[src/rtl/dist_pkg.sv]
// Shared sizes, FSM encoding and helpers for the distribution histogram block.
// The DIST_HIST_CLAMP_EN option is handled in dist_bin_index.
package dist_pkg;

  localparam int NUM_BINS   = 16;
  localparam int BIN_W      = 16;
  localparam int DIST_W     = NUM_BINS * BIN_W;
  localparam int REG_ADDR_W = 5;
  localparam int IDX_W      = 4;
  localparam int SMP_W      = 32;

  typedef enum logic [1:0] {
    ST_IDLE  = 2'd0,
    ST_ACCUM = 2'd1,
    ST_WRITE = 2'd2
  } dist_state_t;

  typedef logic [BIN_W-1:0] bin_t;

  function automatic bin_t sat_inc(input bin_t v);
    return (&v) ? v : v + 1'b1;
  endfunction

endpackage

[src/rtl/dist_hist_accum_if.sv]
// Control, sample stream and register-file write bundle of the histogram unit.
// master = client driving samples, slave = dist_hist_accum.
interface dist_hist_accum_if;
  import dist_pkg::*;

  logic                  start;
  logic [REG_ADDR_W-1:0] dstAddr;
  logic [SMP_W-1:0]      base;
  logic                  sampleValid;
  logic [SMP_W-1:0]      sample;
  logic                  sampleReady;
  logic                  finish;
  logic                  busy;
  logic                  DRegWrite;
  logic [REG_ADDR_W-1:0] wrAddr;
  logic [DIST_W-1:0]     wrData;

  modport master (
    output start,
    output dstAddr,
    output base,
    output sampleValid,
    output sample,
    output finish,
    input  sampleReady,
    input  busy,
    input  DRegWrite,
    input  wrAddr,
    input  wrData
  );

  modport slave (
    input  start,
    input  dstAddr,
    input  base,
    input  sampleValid,
    input  sample,
    input  finish,
    output sampleReady,
    output busy,
    output DRegWrite,
    output wrAddr,
    output wrData
  );

endinterface

[src/rtl/dist_bin_index.sv]
// Maps a sample onto a bin index relative to the latched base.
// DIST_HIST_CLAMP_EN folds out-of-range samples into the edge bins.
module dist_bin_index
  import dist_pkg::*;
#(
  parameter int BIN_SHIFT = 4
) (
  input  logic [SMP_W-1:0] sample,
  input  logic [SMP_W-1:0] base,
  output logic [IDX_W-1:0] index,
  output logic             inRange
);

  logic signed [SMP_W:0] diff;
  logic signed [SMP_W:0] idx_full;
  logic                  neg;
  logic                  over;

  assign diff     = $signed({1'b0, sample}) - $signed({1'b0, base});
  assign idx_full = diff >>> BIN_SHIFT;
  assign neg      = diff[SMP_W];
  assign over     = !neg && (idx_full[SMP_W:IDX_W] != '0);

`ifdef DIST_HIST_CLAMP_EN
  always_comb begin
    unique case (1'b1)
      neg:     index = '0;
      over:    index = IDX_W'(NUM_BINS - 1);
      default: index = idx_full[IDX_W-1:0];
    endcase
  end

  assign inRange = 1'b1;
`else
  assign index   = idx_full[IDX_W-1:0];
  assign inRange = !(neg || over);
`endif

endmodule

[src/rtl/dist_hist_accum.sv]
// Accumulates a 16-bin histogram and writes it to one distribution register.
// Build option: DIST_HIST_CLAMP_EN (clamp instead of discard out-of-range).
module dist_hist_accum
  import dist_pkg::*;
#(
  parameter int BIN_SHIFT = 4
) (
  input  logic               clk,
  input  logic               reset,
  dist_hist_accum_if.slave   bus
);

  dist_state_t           state_q;
  logic [REG_ADDR_W-1:0] dst_q;
  logic [SMP_W-1:0]      base_q;
  bin_t                  bins_q [NUM_BINS];
  bin_t                  bins_d [NUM_BINS];
  logic [DIST_W-1:0]     pack_d;
  logic                  sampleReady_q;
  logic                  busy_q;
  logic                  DRegWrite_q;
  logic [REG_ADDR_W-1:0] wrAddr_q;
  logic [DIST_W-1:0]     wrData_q;

  logic [IDX_W-1:0]      idx;
  logic                  in_rng;
  logic                  accept;

  dist_bin_index #(
    .BIN_SHIFT (BIN_SHIFT)
  ) u_idx (
    .sample  (bus.sample),
    .base    (base_q),
    .index   (idx),
    .inRange (in_rng)
  );

  assign accept = bus.sampleValid && (state_q == ST_ACCUM);

  always_comb begin
    bins_d = bins_q;
    if (accept && in_rng) begin
      bins_d[idx] = sat_inc(bins_q[idx]);
    end
  end

  // Packed from bins_d so a sample taken with finish lands in the write.
  always_comb begin
    pack_d = '0;
    for (int i = 0; i < NUM_BINS; i++) begin
      pack_d[i*BIN_W +: BIN_W] = bins_d[i];
    end
  end

  always_ff @(posedge clk) begin
    if (reset) begin
      state_q       <= ST_IDLE;
      dst_q         <= '0;
      base_q        <= '0;
      bins_q        <= '{default: '0};
      sampleReady_q <= 1'b0;
      busy_q        <= 1'b0;
      DRegWrite_q   <= 1'b0;
      wrAddr_q      <= '0;
      wrData_q      <= '0;
    end else begin
      unique case (state_q)
        ST_IDLE: begin
          DRegWrite_q <= 1'b0;
          if (bus.start) begin
            state_q       <= ST_ACCUM;
            dst_q         <= bus.dstAddr;
            base_q        <= bus.base;
            bins_q        <= '{default: '0};
            sampleReady_q <= 1'b1;
            busy_q        <= 1'b1;
          end
        end
        ST_ACCUM: begin
          bins_q <= bins_d;
          if (bus.finish) begin
            state_q       <= ST_WRITE;
            sampleReady_q <= 1'b0;
            DRegWrite_q   <= 1'b1;
            wrAddr_q      <= dst_q;
            wrData_q      <= pack_d;
          end
        end
        ST_WRITE: begin
          state_q     <= ST_IDLE;
          DRegWrite_q <= 1'b0;
          busy_q      <= 1'b0;
        end
        default: begin
          state_q       <= ST_IDLE;
          sampleReady_q <= 1'b0;
          busy_q        <= 1'b0;
          DRegWrite_q   <= 1'b0;
        end
      endcase
    end
  end

  assign bus.sampleReady = sampleReady_q;
  assign bus.busy        = busy_q;
  assign bus.DRegWrite   = DRegWrite_q;
  assign bus.wrAddr      = wrAddr_q;
  assign bus.wrData      = wrData_q;

endmodule

[src/flat_wrapper.sv]
// flat-port wrapper written by rule: the top's interface ports become plain ports
module dist_hist_accum_flat import dist_pkg::*;
#(
  parameter int BIN_SHIFT = 4
)
  (clk, reset, bus_start, bus_dstAddr, bus_base, bus_sampleValid, bus_sample, bus_finish, bus_sampleReady, bus_busy, bus_DRegWrite, bus_wrAddr, bus_wrData);
  dist_hist_accum_if bus_i ();
  input  logic clk;
  input  logic reset;
  input wire logic [$bits(bus_i.start)-1:0] bus_start;
  input wire logic [$bits(bus_i.dstAddr)-1:0] bus_dstAddr;
  input wire logic [$bits(bus_i.base)-1:0] bus_base;
  input wire logic [$bits(bus_i.sampleValid)-1:0] bus_sampleValid;
  input wire logic [$bits(bus_i.sample)-1:0] bus_sample;
  input wire logic [$bits(bus_i.finish)-1:0] bus_finish;
  output wire logic [$bits(bus_i.sampleReady)-1:0] bus_sampleReady;
  output wire logic [$bits(bus_i.busy)-1:0] bus_busy;
  output wire logic [$bits(bus_i.DRegWrite)-1:0] bus_DRegWrite;
  output wire logic [$bits(bus_i.wrAddr)-1:0] bus_wrAddr;
  output wire logic [$bits(bus_i.wrData)-1:0] bus_wrData;
  assign bus_i.start = bus_start;
  assign bus_i.dstAddr = bus_dstAddr;
  assign bus_i.base = bus_base;
  assign bus_i.sampleValid = bus_sampleValid;
  assign bus_i.sample = bus_sample;
  assign bus_i.finish = bus_finish;
  assign bus_sampleReady = bus_i.sampleReady;
  assign bus_busy = bus_i.busy;
  assign bus_DRegWrite = bus_i.DRegWrite;
  assign bus_wrAddr = bus_i.wrAddr;
  assign bus_wrData = bus_i.wrData;
  dist_hist_accum #(.BIN_SHIFT(BIN_SHIFT)) u_core (.clk(clk), .reset(reset), .bus(bus_i));
endmodule
[config.mk]
export PLATFORM = sky130hd
export DESIGN_NAME = dist_hist_accum_flat
export DESIGN_NICKNAME = d
export VERILOG_FILES = /design/src/rtl/dist_pkg.sv /design/src/rtl/dist_hist_accum_if.sv /design/src/rtl/dist_bin_index.sv /design/src/rtl/dist_hist_accum.sv /design/src/flat_wrapper.sv
export SDC_FILE = /design/constraint.sdc
export NUM_CORES = 1
export LEC_CHECK = 0
export ABC_CLOCK_PERIOD_IN_PS = 7600
export BUFFER_PORTS_ARGS = -buffer_cell sky130_fd_sc_hd__buf_2
export CELL_PAD_IN_SITES_DETAIL_PLACEMENT = 1
export CELL_PAD_IN_SITES_GLOBAL_PLACEMENT = 1
export CORE_MARGIN = 10
export CORE_UTILIZATION = 30
export CTS_CLUSTER_SIZE = 20
export DETAILED_ROUTE_END_ITERATION = 10
export GPL_ROUTABILITY_DRIVEN = 0
export PLACE_DENSITY_LB_ADDON = 0.1
export SLEW_MARGIN = 15
export SYNTH_ARGS = -nofsm -noshare
export SYNTH_HDL_FRONTEND = slang
export SYNTH_HIERARCHICAL = 1
export SYNTH_SLANG_ARGS = --single-unit
[constraint.sdc]
create_clock -name clk -period 7.6 [get_ports clk]
set_input_delay 1.52 -clock clk [delete_from_list [all_inputs] [get_ports clk]]
set_output_delay 1.52 -clock clk [all_outputs]
set_load 0.05 [all_outputs]
==> results.cfg, run 1 <==
[outcome]
status = completed

[worst_setup_path]
rr_worst_depth = 17
critPathMaxStageDelay_ns = 0.81
crit_buf_inv = 1
cpMaxStageDelayCell = or3_1
cp.required_ns = 8.04
worst_path_dominant_cell_family = simple AND/OR/NAND/NOR gates
criticalPathCategory = in2reg
crit_chain = buf_2 > ha_1 > nand3_1 > nor2_1 > a21o_1 > o21ai_1 > a2111oi_0 > a21oi_1 > xnor2_1 > or4_1 > nor4_2 > and3_1 > nand3b_1 > or3_1 > and4_1 > a31oi_1 > o21ai_0
regToRegSetupSlack_ns = 1.66
critPathMaxFanout = 17
rr_startpoint = u_core/base_q[4]$_SDFFE_PP0P_
critPathArrivalTime_ns = 7.03
critPathLaunchType = input port
end_kind = flip-flop
r2r-end = u_core/bus.wrData[29]$_SDFFE_PP0P_

[yosys]
synth_seq_cells = 559
synthFlopType = dfxtp_1
synth_edf_count = 0
synth_xor_area_share_pct = 0.704
synthAdderAreaFrac_pct = 1.61
synth_compound_area_share_pct = 23.4
synth-simple-area-share_pct = 17.6
syn_inst = 2904
ys_seq_area_share_pct = 45.0
synth_nets = 3010
synthDistinctLibCells = 75
muxShareOfSynthArea_pct = 6.37
yosys_warnings = 6
syn_avg_cell_area_sq_um = 8.57
syn-cell-area_sq_mm = 0.0249
synth_top_family_by_area = compound AO/OA/AOI/OAI gates
async_flop_share_pct = 0

[sta]
layout_setup_ws_ns = 1.00
fin_crit_ns = 6.60
setup_violations = 0
skew_ns = 0.0332
relSlewSlack_pct = 23.3
whs_ns = 0.454
finalSetupTns_ns = 0
period_share_pct = 86.8
rsz0062_at_grt = false
fmax_mhz = 152
worst_pin_slew_ns = 1.15
hold_viol = 0
final_max_slew_viol_count = 0

[min_path]
hold_depth = 2
hold_end = u_core/base_q[26]$_SDFFE_PP0P_
hp-start = u_core/base_q[26]$_SDFFE_PP0P_
min_path_type = reg2reg

[global_route]
grt_overflow = 0
grt_use_total_pct = 23.3
busiest_layer = met2
grt_max_degree = 265
grt_pass1_wl_um = 170000
use_met2_pct = 37.9
met3_usage_pct = 4.22
met1_usage_pct = 31.5
antenna_found_initial = 3
grt_pass1_vias = 24911

[place]
dp_slack_ns = 0.485
port_buffers = 337
hpwl_um = 82300
dpl.cell_count = 4127

[layout]
layout_commonest_cell = dfxtp_1
drive_above_1_share_pct = 19.8
layout_common_cells = 559 x dfxtp_1, 497 x o21ai_0, 455 x nand2_1
area_delta_synth_final_pct = 20.4
fin_nets = 3233
filler_cell_count = 9530
stdcell_count = 4253

[cts]
cts_setup_buffers = 0
ctsHoldBuffers = 0
clock_latency_ns = 0.61
numCtsBuffers = 68
htree_num_levels = 3
clkSinkCount = 559
ctsResizeCount = 0
clockRootBuffer = clkbuf_16
cts_tree = yes
clkSlewWorstSetupHoldPaths_ns = 0.06
ctsLongestPathBuffers = 3

[floorplanning]
die_y_um = 308
start_util_pct = 30.3
coreArea_sq_mm = 0.0821
rows = 105
io_pins = 338
fp.dieW_um = 308
die_area_sq_mm = 0.0949

[detailed_routing]
drt_first_pass_iters = 5
ant_nets = 0
post_drt_wl_per_cell_um = 26.9
wl_um = 115000
via_count = 24256
drcViolationCount = 0
avgViaCountPerCell = 5.70
drt-initial-drc-count = 1706

[power]
powerDensity_mw_per_mm2 = 238
ir_drop_uv = 138
leakagePower_nw = 11.6

[run]
maxCapViolCount = 0
power by group:
part / leakage, nW / total (mW) / internal [mW] / switching (mW)
sequential: 4.52 / 3.00 / 2.97 / 0.0257
combinational: 5.95 / 0.838 / 0.246 / 0.592
clock: 1.09 / 3.29 / 1.94 / 1.35
final cells by class:
cell class | instances | area (sq um) | share of cell area (%)
multi-input cells | 2030 | 12500 | 41.9
clock buffers | 105 | 2020 | 6.75
inverters | 42 | 165 | 0.551
clock inverters | 19 | 203 | 0.677
diodes | 2 | 5.00 | 0.0167
flip-flops and latches | 559 | 11200 | 37.4
repair buffers | 426 | 2480 | 8.28
well taps | 1070 | 1340 | 4.47
kinds of logic after synthesis:
kind of cell	Yosys count
flip-flops	559
AND/OR/NAND/NOR	881
adder cells (fa/ha/maj)	32
AO/OA/AOI/OAI	1023
buffers and inverters	315
XOR/XNOR	20
multiplexers	74
flip-flops by register name, indices dropped and copies added, names as in the netlist:
signal	flops
u_core/bins_q	256
u_core/bus.DRegWrite	1
u_core/bus.busy	1
u_core/bus.sampleReady	1
u_core/base_q	32
u_core/bus.wrData	256
u_core/bus.wrAddr	5
u_core/dst_q	5
u_core/state_q	2
per-stage QoR:
| stage | instance area [sq um] | utilization (%) | power [mW] |
|---|---|---|---|
| 6_report | 30000 | 36.5 | 7.12 |
| 5_1_grt | 30000 | 36.5 | 7.38 |
| 4_1_cts | 29900 | 36.5 | 7.20 |
| 3_5_place_dp | 27700 | 33.7 | 3.89 |
| 3_3_place_gp | 27700 | 33.7 | 3.87 |
| 2_1_floorplan | 24900 | - | 3.61 |
synthesized netlist by cell type (17+ instances only):
cell / number / area, sq um
o21ai_1: 19 / 95.1
o21ai_0: 498 / 2490
ha_1: 32 / 400
mux4_2: 53 / 1190
a22o_1: 39 / 342
nand3_1: 77 / 385
clkbuf_1: 224 / 841
nand4_1: 23 / 144
a21oi_1: 215 / 1080
nor2_1: 94 / 353
o31ai_1: 17 / 128
nor3_1: 49 / 245
buf_2: 22 / 110
and4_1: 117 / 1020
nand2_1: 456 / 1710
a22oi_1: 26 / 195
inv_1: 41 / 154
dfxtp_1: 559 / 11200
a31oi_1: 135 / 845
tightest hold or removal path: stages, from the launching register on:
cell and delay [ns]:
dfxtp_1 0.30, nand2_1 0.05, a21oi_1 0.05
worst max-delay path by stage:
stage / from / to / cells past startpoint
5_1_grt: bus_sample[15] / u_core/bus.wrData[29]$_SDFFE_PP0P_ / 17
3_3_place_gp: bus_sample[15] / u_core/bus.wrData[27]$_SDFFE_PP0P_ / 17
4_1_cts: bus_sample[15] / u_core/bus.wrData[26]$_SDFFE_PP0P_ / 17
3_5_place_dp: bus_sample[15] / u_core/bus.wrData[29]$_SDFFE_PP0P_ / 17
6_report: bus_sample[7] / u_core/bus.wrData[29]$_SDFFE_PP0P_ / 17
2_1_floorplan: bus_sample[2] / u_core/bins_q[113]$_SDFFE_PP0P_ / 21
metal layers:
layer,vias up,part of all wire [%],wire length (um)
met4,2,2.1,2390
met1,12313,45,52000
met3,141,6.1,7020
met2,748,46,53100
met5,-,0.0070,8
li1,11052,-,-
Note: power is estimated with default switching activity, not from simulation.
==> run 2, diff against run 1 <==
- ABC_CLOCK_PERIOD_IN_PS: 7600 -> 6600
- CAP_MARGIN: not set -> 20
- HOLD_SLACK_MARGIN: not set -> 0.03
- clock period: 7.6 -> 6.6 ns (I/O delays scaled with it)
==> results.cfg, run 2 (same netlist as run 1, synthesis figures left out) <==
[cts]
clkSinkCount = 559
cts_tree = yes
clockRootBuffer = clkbuf_16
ctsResizeCount = 0
ctsHoldBuffers = 0
htree_num_levels = 3
cts_setup_buffers = 0
numCtsBuffers = 69
ctsLongestPathBuffers = 3
clock_latency_ns = 0.62
clkSlewWorstSetupHoldPaths_ns = 0.06

[sta]
fmax_mhz = 162
rsz0062_at_grt = false
finalSetupTns_ns = 0
setup_violations = 0
period_share_pct = 93.5
whs_ns = 0.451
fin_crit_ns = 6.17
skew_ns = 0.0275
worst_pin_slew_ns = 1.09
final_max_slew_viol_count = 0
hold_viol = 0
relSlewSlack_pct = 26.6

[layout]
multi_input_area_sq_mm = 0.0125
filler_cell_count = 9459
fin_nets = 3257
stdcell_count = 4272
layout_common_cells = 559 x dfxtp_1, 498 x o21ai_0, 455 x nand2_1
seq_area_sq_mm = 0.0112
layout_commonest_cell = dfxtp_1
area_delta_synth_final_pct = 21.7
drive_above_1_share_pct = 20.4

[floorplanning]
coreArea_sq_mm = 0.0821
die_area_sq_mm = 0.0949
rows = 105
die_y_um = 308
fp.dieW_um = 308
io_pins = 338
start_util_pct = 30.3

[worst_setup_path]
cpMaxStageDelayCell = or4_1
critPathMaxFanout = 12
worst_path_dominant_cell_family = simple AND/OR/NAND/NOR gates
criticalPathCategory = in2reg
end_kind = flip-flop
crit_buf_inv = 1
critPathLaunchType = input port
crit_chain = buf_2 > ha_1 > or3b_1 > o221ai_1 > or4_1 > nor3_1 > nand4_1 > a21oi_1 > nand4_1 > or4_1 > nor4_2 > and3_1 > nand3b_1 > nor2_1 > nand2_1 > o21ai_0
critPathArrivalTime_ns = 6.68
critPathMaxStageDelay_ns = 0.64
cp.required_ns = 7.11

[power]
powerDensity_mw_per_mm2 = 275
finalPower_mw = 8.33
leakagePower_nw = 11.8
ir_drop_uv = 152

[detailed_routing]
ant_nets = 0
drcViolationCount = 0
wl_um = 114000
drt_first_pass_iters = 5
drt-initial-drc-count = 1919
post_drt_wl_per_cell_um = 26.6
avgViaCountPerCell = 5.66
via_count = 24184

[global_route]
grt_use_total_pct = 23.1
grt_pass1_wl_um = 168000
grt_overflow = 0
grt_pass1_vias = 24887
antenna_found_initial = 4
grt_max_degree = 151

[place]
port_buffers = 337
dpl.cell_count = 4148
hpwl_um = 81600

[outcome]
status = completed

[run]
maxCapViolCount = 0

[min_path]
min_path_type = reg2reg
run 2: cell count changes in the layout (fill, tap and decap cells not counted), moves of 4 or more:
cell	before	now
inv_6	4	0
o21ai_2	5	0
buf_12	10	16
clkbuf_1	21	12
buf_4	79	94
o21ai_1	15	19
run 2: where the power goes:
part           switching, mW  internal, mW  total (mW)
Clock                   1.54          2.38        3.93
Sequential            0.0299          3.42        3.45
Combinational          0.669         0.283       0.952
Total                   2.24          6.09        8.33
run 2: path summary, 6_finish.rpt:
kind	startpoint	to	slack [ns]	cells after the start
worst max register to register	u_core/base_q[15]$_SDFFE_PP0P_	u_core/bins_q[98]$_SDFFE_PP0P_	0.89	16
worst min-delay path	u_core/dst_q[4]$_SDFFE_PP0P_	u_core/bus.wrAddr[4]$_SDFFE_PP0P_	0.45	2
worst min register to register	u_core/dst_q[4]$_SDFFE_PP0P_	u_core/bus.wrAddr[4]$_SDFFE_PP0P_	0.45	2
worst max-delay path	bus_sample[15]	u_core/bins_q[98]$_SDFFE_PP0P_	0.43	16
run 2: metrics by stage:
| stage | area (sq um) | worst slack [ns] | util (%) |
|---|---|---|---|
| after floorplan | 24900 | 1.14 | - |
| after global placement | 27900 | 0.0923 | 34.0 |
| after detailed placement | 27900 | -0.112 | 34.0 |
| after CTS | 30200 | 0.503 | 36.8 |
| after global routing | 30300 | 0.0728 | 36.9 |
| final | 30300 | 0.427 | 36.9 |
run 2: worst reg2reg max path, cell delays in order, from the launching register on:
cell	delay (ns)
dfxtp_1	0.33
inv_1	0.04
ha_1	0.40
or3b_1	0.27
o221ai_1	0.12
or4_1	0.64
nor3_1	0.18
nand4_1	0.13
a21oi_1	0.22
nand4_1	0.12
or4_1	0.56
nor4_2	0.61
and3_1	0.34
nand3b_1	0.36
nor2_1	0.48
nand2_1	0.45
o21ai_0	0.35
run 2: final cells by class:
type | count | share of cell area, %
repair buffers | 449 | 9.08
inverters | 42 | 0.545
diodes | 2 | 0.0165
multi-input cells | 2030 | 41.3
well taps | 1070 | 4.42
clock buffers | 101 | 6.91
clock inverters | 19 | 0.744
flip-flops and latches | 559 | 36.9
run 2: metal layers:
metal  vias to the layer above  global-route usage [%]  part of all wire, %
met5                         -                       0                0.011
met4                         2                    6.41                  2.5
met3                       167                    4.78                  6.8
met2                       815                    36.7                   45
met1                     12131                    31.4                   46
li1                      11069                       -                    -
